===== src/rtl/memory_tx_sequencer.sv =====
// Drains a block of words from the buffer read port and streams them MSB-byte-first over valid/ready.
// Latency: start edge to first valid = 3 edges; 2-cycle bubble between words. Holds byte while !ready.
// Optional trailing XOR checksum byte when MEM_TX_CHECKSUM_EN is defined.
module memory_tx_sequencer #(
    parameter int DATA_WIDTH    = 16,
    parameter int ADDRESS_WIDTH = 5
) (
    input  logic                     clock_in,
    input  logic                     reset_n_in,
    input  logic                     start_in,
    input  logic [ADDRESS_WIDTH-1:0] start_address_in,
    input  logic [ADDRESS_WIDTH:0]   word_count_in,
    output logic [ADDRESS_WIDTH-1:0] read_address_out,
    input  logic [DATA_WIDTH-1:0]    memory_data_in,
    output logic [7:0]               tx_data_out,
    output logic                     tx_valid_out,
    input  logic                     tx_ready_in,
    output logic                     busy_out,
    output logic                     done_out
);

    localparam int BPW = DATA_WIDTH / 8;
    localparam int IW  = (BPW > 1) ? $clog2(BPW) : 1;

    typedef enum logic [2:0] {
        S_IDLE,
        S_FETCH,
        S_CAPTURE,
        S_SEND,
        S_CHECK
    } state_t;

    state_t                  state;
    logic [DATA_WIDTH-1:0]   word_reg;
    logic [IW-1:0]           byte_idx;
    logic [ADDRESS_WIDTH:0]  remaining;
`ifdef MEM_TX_CHECKSUM_EN
    logic [7:0]              checksum;
`endif

    logic handshake;
    logic last_byte;
    logic last_word;

    assign handshake = tx_valid_out & tx_ready_in;
    assign last_byte = (byte_idx == IW'(BPW - 1));
    assign last_word = (remaining == {{ADDRESS_WIDTH{1'b0}}, 1'b1});
    assign busy_out  = (state != S_IDLE);

    always_ff @(posedge clock_in or negedge reset_n_in) begin
        if (!reset_n_in) begin
            state            <= S_IDLE;
            read_address_out <= '0;
            tx_data_out      <= 8'h00;
            tx_valid_out     <= 1'b0;
            done_out         <= 1'b0;
            word_reg         <= '0;
            byte_idx         <= '0;
            remaining        <= '0;
`ifdef MEM_TX_CHECKSUM_EN
            checksum         <= 8'h00;
`endif
        end else begin
            done_out <= 1'b0;
            case (state)
                S_IDLE: begin
                    if (start_in) begin
                        read_address_out <= start_address_in;
                        remaining        <= word_count_in;
`ifdef MEM_TX_CHECKSUM_EN
                        checksum         <= 8'h00;
`endif
                        if (word_count_in != '0) begin
                            state <= S_FETCH;
                        end else begin
`ifdef MEM_TX_CHECKSUM_EN
                            // Empty block still emits a zero checksum byte.
                            tx_data_out  <= 8'h00;
                            tx_valid_out <= 1'b1;
                            state        <= S_CHECK;
`else
                            done_out     <= 1'b1;
`endif
                        end
                    end
                end
                S_FETCH: begin
                    state <= S_CAPTURE;
                end
                S_CAPTURE: begin
                    word_reg     <= memory_data_in;
                    tx_data_out  <= memory_data_in[DATA_WIDTH-1 -: 8];
                    tx_valid_out <= 1'b1;
                    byte_idx     <= '0;
                    state        <= S_SEND;
                end
                S_SEND: begin
                    if (handshake) begin
`ifdef MEM_TX_CHECKSUM_EN
                        checksum <= checksum ^ tx_data_out;
`endif
                        if (!last_byte) begin
                            byte_idx    <= byte_idx + 1'b1;
                            tx_data_out <= word_reg[(DATA_WIDTH - 9) - 8 * int'(byte_idx) -: 8];
                        end else if (!last_word) begin
                            tx_valid_out     <= 1'b0;
                            read_address_out <= read_address_out + 1'b1;
                            remaining        <= remaining - 1'b1;
                            state            <= S_FETCH;
                        end else begin
`ifdef MEM_TX_CHECKSUM_EN
                            // Fold in the byte being transferred now; checksum reg lags by one.
                            tx_data_out <= checksum ^ tx_data_out;
                            state       <= S_CHECK;
`else
                            tx_valid_out <= 1'b0;
                            done_out     <= 1'b1;
                            state        <= S_IDLE;
`endif
                        end
                    end
                end
`ifdef MEM_TX_CHECKSUM_EN
                S_CHECK: begin
                    if (handshake) begin
                        tx_valid_out <= 1'b0;
                        done_out     <= 1'b1;
                        state        <= S_IDLE;
                    end
                end
`endif
                default: begin
                    tx_valid_out <= 1'b0;
                    state        <= S_IDLE;
                end
            endcase
        end
    end

endmodule


===== config.mk =====
export PLATFORM = sky130hd
export DESIGN_NAME = memory_tx_sequencer
export DESIGN_NICKNAME = d
export VERILOG_FILES = /design/src/rtl/memory_tx_sequencer.sv
export SDC_FILE = /design/constraint.sdc
export NUM_CORES = 1
export LEC_CHECK = 0
export CELL_PAD_IN_SITES_DETAIL_PLACEMENT = 1
export CELL_PAD_IN_SITES_GLOBAL_PLACEMENT = 2
export CORE_MARGIN = 2
export CORE_UTILIZATION = 32
export CTS_CLUSTER_SIZE = 12
export DETAILED_ROUTE_END_ITERATION = 8
export MAX_ROUTING_LAYER = met4
export PLACE_DENSITY = 0.88
export SLEW_MARGIN = 5
export SYNTH_ARGS = -nofsm -noshare
export SYNTH_HDL_FRONTEND = slang
export SYNTH_SLANG_ARGS = --single-unit

===== constraint.sdc =====
create_clock -name clock_in -period 5.8 [get_ports clock_in]
set_input_delay 1.16 -clock clock_in [delete_from_list [all_inputs] [get_ports clock_in]]
set_output_delay 1.16 -clock clock_in [all_outputs]
set_load 0.01 [all_outputs]

==> metrics.log, run 1 <==
[metrics] Floorplan Core Area: 5570 µm²
[metrics] distinct cell type count of the synthesized netlist: 47
[metrics] # IOs: 47
[metrics] wire length on met2: 2.13 mm
[metrics] Syn. warnings: 0
[metrics] sequential area share after synthesis: 0.430
[metrics] Mapped Cells: 191
[metrics] remaining design rule violation count: 0
[metrics] crit path max-delay cell type: ha_1
[metrics] gpl congestion: 0.795
[metrics] CTS root buf: clkbuf_8
[metrics] Die ar.: 6440 µm²
[metrics] Int Power: 845 µW
[metrics] final critical-path required period: 3.19 ns
[metrics] Fillers: 645
[metrics] syn avg cell area: 9.74 µm²
[metrics] post-route design area: 2480 µm²
[metrics] routed wire length: 4.87 mm
[metrics] met3 wire length: 279 µm
[metrics] clock buffers created by TritonCTS: 5
[metrics] H-tree levels: 2
[metrics] Clock transition at path regs: 0.07 ns
[metrics] post-route core utilization: 0.445
[metrics] startpoint type of the worst setup path: register
[metrics] final setup violation count: 0
[metrics] combined flip-flop and latch cell area: 801 µm²
[metrics] biggest fanout along the worst timing path: 18
[metrics] via count of the routed design: 1628
[metrics] leading register cell type out of synthesis: dfrtp_1
[metrics] combinational cell fraction of total power: 0.547
[metrics] post-detailed-placement cell area: 2370 µm²
[metrics] power density of the placed cells: 581 nW/µm²
[metrics] upper clock frequency limit: 0.313 GHz
[metrics] Clk Latency, worst-skew pair: 0.28 ns
[metrics] Die Wd: 80.3 µm
[metrics] Critical Path Sink Type: output pin
[metrics] worst hold margin: 0.509 ns
[metrics] Cell Count Post-Placement: 301
[metrics] biggest cell delay along the critical path: 0.55 ns
[metrics] smallest setup slack after layout: 2.61 ns
[metrics] half-perimeter wire length of the detailed placement result: 3.57 mm
[metrics] pre-CTS setup slack: 2.77 ns
[metrics] largest cells by area after synthesis: dfrtp_1 (43%), a21oi_1 (4.8%), mux2_2 (4.8%), ha_1 (4.7%), a22oi_1 (3.2%)
[metrics] Data required, critical path: 4.64 ns
[metrics] fraction of registers with async set or reset after synthesis: 1.00
[metrics] first drt pass iteration count: 4
[metrics] setup repair after global routing missed its margin: no
[metrics] share of total power in sequential cells: 0.306
[metrics] starting density of the core: 0.334
[metrics] Clock Power Share: 0.147
[metrics] slew margin rel.: 0.579
[metrics] area of the mapped netlist: 1860 µm²
[metrics] final-report max-slew violation count: 0
[metrics] Yosys top cell area share: 0.430
[metrics] post-synthesis sequential element count: 32
[metrics] TritonCTS clock tree: built
[metrics] hold crit path type: reg2reg
[metrics] ratio of cells with drive above 1 in the final layout: 0.114
[metrics] Slew @ Worst Pin: 0.631 ns
[metrics] post-CTS setup-driven buffer insertion count: 0
[metrics] clock skew: 0.00337 ns
[metrics] count of routing violations after the opening detailed-route iteration: 68
[metrics] overall power consumption: 1.44 mW
[metrics] type of the setup path with the least slack: reg2out
[metrics] global routing usage summed across all routing layers: 0.167
[metrics] static leakage: 1.02 nW
[metrics] Worst EP arrival: 2.03 ns
[metrics] switching pwr: 596 µW
[metrics] Diodes inserted: 0
[metrics] nets in the synthesized netlist: 229
[metrics] most frequent cell on the critical path: inv_1
[metrics] delay-heaviest family, CP: buffers and inverters
[metrics] count of endpoints failing hold in the final timing report: 0
[metrics] multi-input gate area in the final layout: 968 µm²
[metrics] status: finished, final reports clean
[metrics] Max IR drop VDD: 0.000193 V
[metrics] WL/cell: 15.8 µm
[metrics] area leader, netlist: dfrtp_1
[metrics] number of hold-repair buffers added at the cts stage: 0
[metrics] chip height: 80.3 µm
[metrics] setup slack of the worst register-to-register path: 3.24 ns
[metrics] via count of the first global-routing pass: 1629
[metrics] ordered list of cells on the worst path: inv_1 -> ha_1 -> inv_1 -> clkdlybuf4s50_1
[metrics] port bufs: 46
[metrics] routed via count divided by cell count: 5.27
[metrics] Area Overhead vs Synth: 33.3%
[metrics] Post-synth EDFFs: 0
[metrics] number of gates resized after CTS: 0
[metrics] number of placement rows: 27
[metrics] Setup TNS: 0 ns
[metrics] Congestion Overflow GR: 0
[metrics] buffers from clock root to sink, at most: 2
[metrics] first-pass GRT wire length: 8.14 mm
[metrics] Highest Signal Layer: met4
[metrics] final net count: 274
[metrics] TritonCTS sink count: 32
[metrics] initial antenna violation count: 0
[metrics] Period Utilization, post-route: 0.550
[metrics] fraction of power spent switching nets: 0.414
[metrics] total routed wire length on the met1 layer: 2.41 mm
[metrics] final instance count without filler cells: 309
[metrics] pin count of the biggest net entering global routing: 33
[metrics] antenna-violating nets left: 0
[metrics] crit path buf inv count: 3
[metrics] number of violations of the max-capacitance limit: 0
## cells in the final DEF, fill, tap and decap left out, types with 3 or more instances in the layout
master / count
a21oi_1: 18
a31oi_1: 4
nor2b_1: 3
o21ai_0: 8
nor3_1: 3
nand2_1: 10
o22ai_1: 5
a22oi_1: 8
dfrtp_1: 32
nor2_1: 16
nand3_1: 5
nand2b_1: 6
mux2_2: 8
clkdlybuf4s50_1: 46
and3_1: 6
clkbuf_8: 5
ha_1: 7
inv_1: 9
## power by group through the flow
stage	clock network [mW]	registers, mW	logic (mW)
finish	0.211	0.441	0.788
global route	0.228	0.459	0.887
CTS	0.217	0.441	0.803
detailed placement	0	0.444	0.802
global placement	0	0.441	0.782
floorplan	0	0.442	0.534
## cell families after synthesis
logic type / share of synthesized area
simple gates: 0.172
buf+inv: 0.0491
mux: 0.0599
fa+ha+maj: 0.0471
compound gates: 0.241
flops: 0.430
## cells in the mapped netlist (4+ instances only)
master	n
dfrtp_1	32
a21oi_1	18
nor2_1	16
nand2_1	10
inv_1	9
a22oi_1	8
mux2_2	8
o21ai_0	8
ha_1	7
and3_1	6
nand2b_1	6
nand3_1	5
o22ai_1	5
a31oi_1	4
buf_2	4
## per-layer routing
| layer | track usage | up-vias |
|---|---|---|
| met4 | 0.0407 | 0 |
| met2 | 0.253 | 59 |
| li1 | - | 790 |
| met1 | 0.232 | 773 |
| met3 | 0.0326 | 6 |
| met5 | - | - |
## path summary, 6_finish.rpt
check                             from  depth (start not counted)              to
setup reg to reg              state[1]                          6        state[1]
min in group asynchronous   reset_n_in                          2  tx_data_out[2]
setup / recovery              state[0]                          4        busy_out
hold reg to reg            word_reg[7]                          1     word_reg[7]
max in group asynchronous   reset_n_in                          2     word_reg[7]
hold / removal             word_reg[7]                          1     word_reg[7]
## final cells by class
| class | instances | share of cell area |
|---|---|---|
| tap | 72 | 0.0363 |
| multi-input combinational | 139 | 0.391 |
| clock inverter | 2 | 0.0141 |
| timing repair buffer | 48 | 0.192 |
| sequential | 32 | 0.323 |
| clock buffer | 6 | 0.0293 |
| inverter | 10 | 0.0151 |
## worst register-to-register path, cell delays in order, from the launching register on
cell      delay, ns
dfrtp_1        0.39
ha_1           0.56
buf_4          0.33
nor2b_2        0.53
a211oi_4       0.15
nand2b_1       0.16
mux2_1         0.33
(Power assumes the default switching activity.)
==> inputs of run 2 (changes only) <==
--- a/config.mk
+++ b/config.mk
@@ -8,11 +8,11 @@
 export CELL_PAD_IN_SITES_DETAIL_PLACEMENT = 1
 export CELL_PAD_IN_SITES_GLOBAL_PLACEMENT = 2
 export CORE_MARGIN = 2
-export CORE_UTILIZATION = 32
+export CORE_UTILIZATION = 27
 export CTS_CLUSTER_SIZE = 12
 export DETAILED_ROUTE_END_ITERATION = 8
 export MAX_ROUTING_LAYER = met4
-export PLACE_DENSITY = 0.88
+export PLACE_DENSITY = 0.79
 export SLEW_MARGIN = 5
 export SYNTH_ARGS = -nofsm -noshare
 export SYNTH_HDL_FRONTEND = slang
==> constraint.sdc (replaced) <==
create_clock -name clock_in -period 2.8 [get_ports clock_in]
set_input_delay 0.56 -clock clock_in [delete_from_list [all_inputs] [get_ports clock_in]]
set_output_delay 0.56 -clock clock_in [all_outputs]
set_load 0.01 [all_outputs]
==> metrics.log, run 2 (synthesized netlist as in run 1, its figures left out) <==
[metrics] status: finished, final reports clean
[metrics] worst hold margin: 0.512 ns
[metrics] TritonCTS clock tree: built
[metrics] Max IR drop VDD: 0.000418 V
[metrics] CTS root buf: clkbuf_8
[metrics] ratio of cells with drive above 1 in the final layout: 0.136
[metrics] hold crit path type: reg2reg
[metrics] post-route design area: 2530 µm²
[metrics] # IOs: 47
[metrics] post-CTS setup-driven buffer insertion count: 0
[metrics] starting density of the core: 0.277
[metrics] number of violations of the max-capacitance limit: 0
[metrics] upper clock frequency limit: 0.412 GHz
[metrics] via count of the first global-routing pass: 1729
[metrics] cell count of the worst reg-to-reg path: 6
[metrics] Period Utilization, post-route: 0.867
[metrics] Worst EP arrival: 1.87 ns
[metrics] gpl congestion: 0.797
[metrics] count of routing violations after the opening detailed-route iteration: 68
[metrics] Critical Path Sink Type: output pin
[metrics] Setup TNS: 0 ns
[metrics] Floorplan Core Area: 6720 µm²
[metrics] Diodes inserted: 0
[metrics] Congestion Overflow GR: 0
[metrics] Die ar.: 7570 µm²
[metrics] Data required, critical path: 2.24 ns
[metrics] most common cell after layout, fill and taps aside: clkdlybuf4s50_1
[metrics] global routing usage summed across all routing layers: 0.156
[metrics] Clock transition at path regs: 0.07 ns
[metrics] WL/cell: 16.5 µm
[metrics] pin count of the biggest net entering global routing: 33
[metrics] power density of the placed cells: 1220 nW/µm²
[metrics] biggest fanout along the worst timing path: 6
[metrics] slew margin rel.: 0.546
[metrics] clock buffers created by TritonCTS: 5
[metrics] first-pass GRT wire length: 8.85 mm
[metrics] clock skew: 0.00477 ns
[metrics] count of endpoints failing hold in the final timing report: 0
[metrics] Area Overhead vs Synth: 36.2%
[metrics] final-report max-slew violation count: 0
[metrics] number of hold-repair buffers added at the cts stage: 0
[metrics] routed wire length: 5.33 mm
[metrics] H-tree levels: 2
[metrics] number of placement rows: 30
[metrics] depth of the worst hold-timing path: 1
[metrics] most used cells in the layout excluding fill and tap cells: clkdlybuf4s50_1 (46), dfrtp_1 (32), a21oi_1 (18)
[metrics] TritonCTS sink count: 32
[metrics] final setup violation count: 0
[metrics] Clk Latency, worst-skew pair: 0.29 ns
[metrics] static leakage: 1.05 nW
[metrics] final net count: 280
[metrics] first drt pass iteration count: 4
[metrics] final critical-path required period: 2.43 ns
[metrics] Die Wd: 87.0 µm
[metrics] Fillers: 750
[metrics] number of gates resized after CTS: 0
[metrics] chip height: 87.0 µm
[metrics] Slew @ Worst Pin: 0.681 ns
[metrics] via count of the routed design: 1687
[metrics] post-detailed-placement cell area: 2430 µm²
[metrics] remaining design rule violation count: 0
[metrics] antenna-violating nets left: 0
[metrics] buffers from clock root to sink, at most: 2
[metrics] type of the setup path with the least slack: reg2out
[metrics] setup repair after global routing missed its margin: no
[metrics] startpoint type of the worst setup path: register
[metrics] post-route core utilization: 0.377
[metrics] pre-CTS setup slack: 0.298 ns
[metrics] routed via count divided by cell count: 5.22
[metrics] initial antenna violation count: 0
[metrics] port bufs: 46
[metrics] half-perimeter wire length of the detailed placement result: 4.00 mm
[metrics] smallest setup slack after layout: 0.372 ns
## run 2: changes by cell type in the layout (fill, tap and decap cells not counted), sizes merged
cell / before / now
buf: 2 / 8
## run 2: final timing paths
| path | from | end | slack, ns |
|---|---|---|---|
| max | state[0] | busy_out | 0.37 |
| min | word_reg[1] | word_reg[1] | 0.51 |
| max reg2reg | state[0] | state[1] | 0.63 |
| min reg2reg | word_reg[1] | word_reg[1] | 0.51 |
| max in group asynchronous | reset_n_in | tx_data_out[7] | 1.80 |
| min in group asynchronous | reset_n_in | word_reg[3] | 0.68 |
## run 2: per-stage QoR
| step | total power, mW | instances |
|---|---|---|
| 2_1_floorplan | 2.02 | 191 |
| 3_3_place_gp | 2.61 | 315 |
| 3_5_place_dp | 2.67 | 315 |
| 4_1_cts | 3.13 | 323 |
| 5_1_grt | 3.36 | 323 |
| 6_report | 3.09 | 323 |
## run 2: layout make-up
type / count / area, µm² / area share
repair buffers: 54 / 520 / 0.205
flip-flops and latches: 32 / 801 / 0.316
multi-input cells: 139 / 968 / 0.382
clock inverters: 2 / 35.0 / 0.0138
well taps: 80 / 100 / 0.0395
inverters: 10 / 37.5 / 0.0148
clock buffers: 6 / 72.6 / 0.0286
## run 2: where the power goes
part | switching, mW | total [mW] | leakage, nW | internal, mW
sequential | 0.210 | 0.915 | 0.373 | 0.705
clock | 0.189 | 0.453 | 0.0552 | 0.264
combinational | 0.894 | 1.73 | 0.619 | 0.831
total | 1.29 | 3.09 | 1.05 | 1.80
## run 2: worst max-delay path, cell delays in order, from the launching register on
cell,delay (ns)
dfrtp_1,0.38
inv_1,0.09
ha_1,0.28
buf_4,0.19
inv_1,0.09
clkdlybuf4s50_1,0.54
## run 2: per-layer routing
layer | part of all wire | vias to the layer above | wire, µm | GRT usage
met1 | 0.48 | 836 | 2550 | 0.200
li1 | - | 798 | - | -
met4 | 0.012 | 0 | 63 | 0.0426
met5 | 0 | - | 0 | -
met3 | 0.057 | 8 | 305 | 0.0313
met2 | 0.45 | 45 | 2420 | 0.249
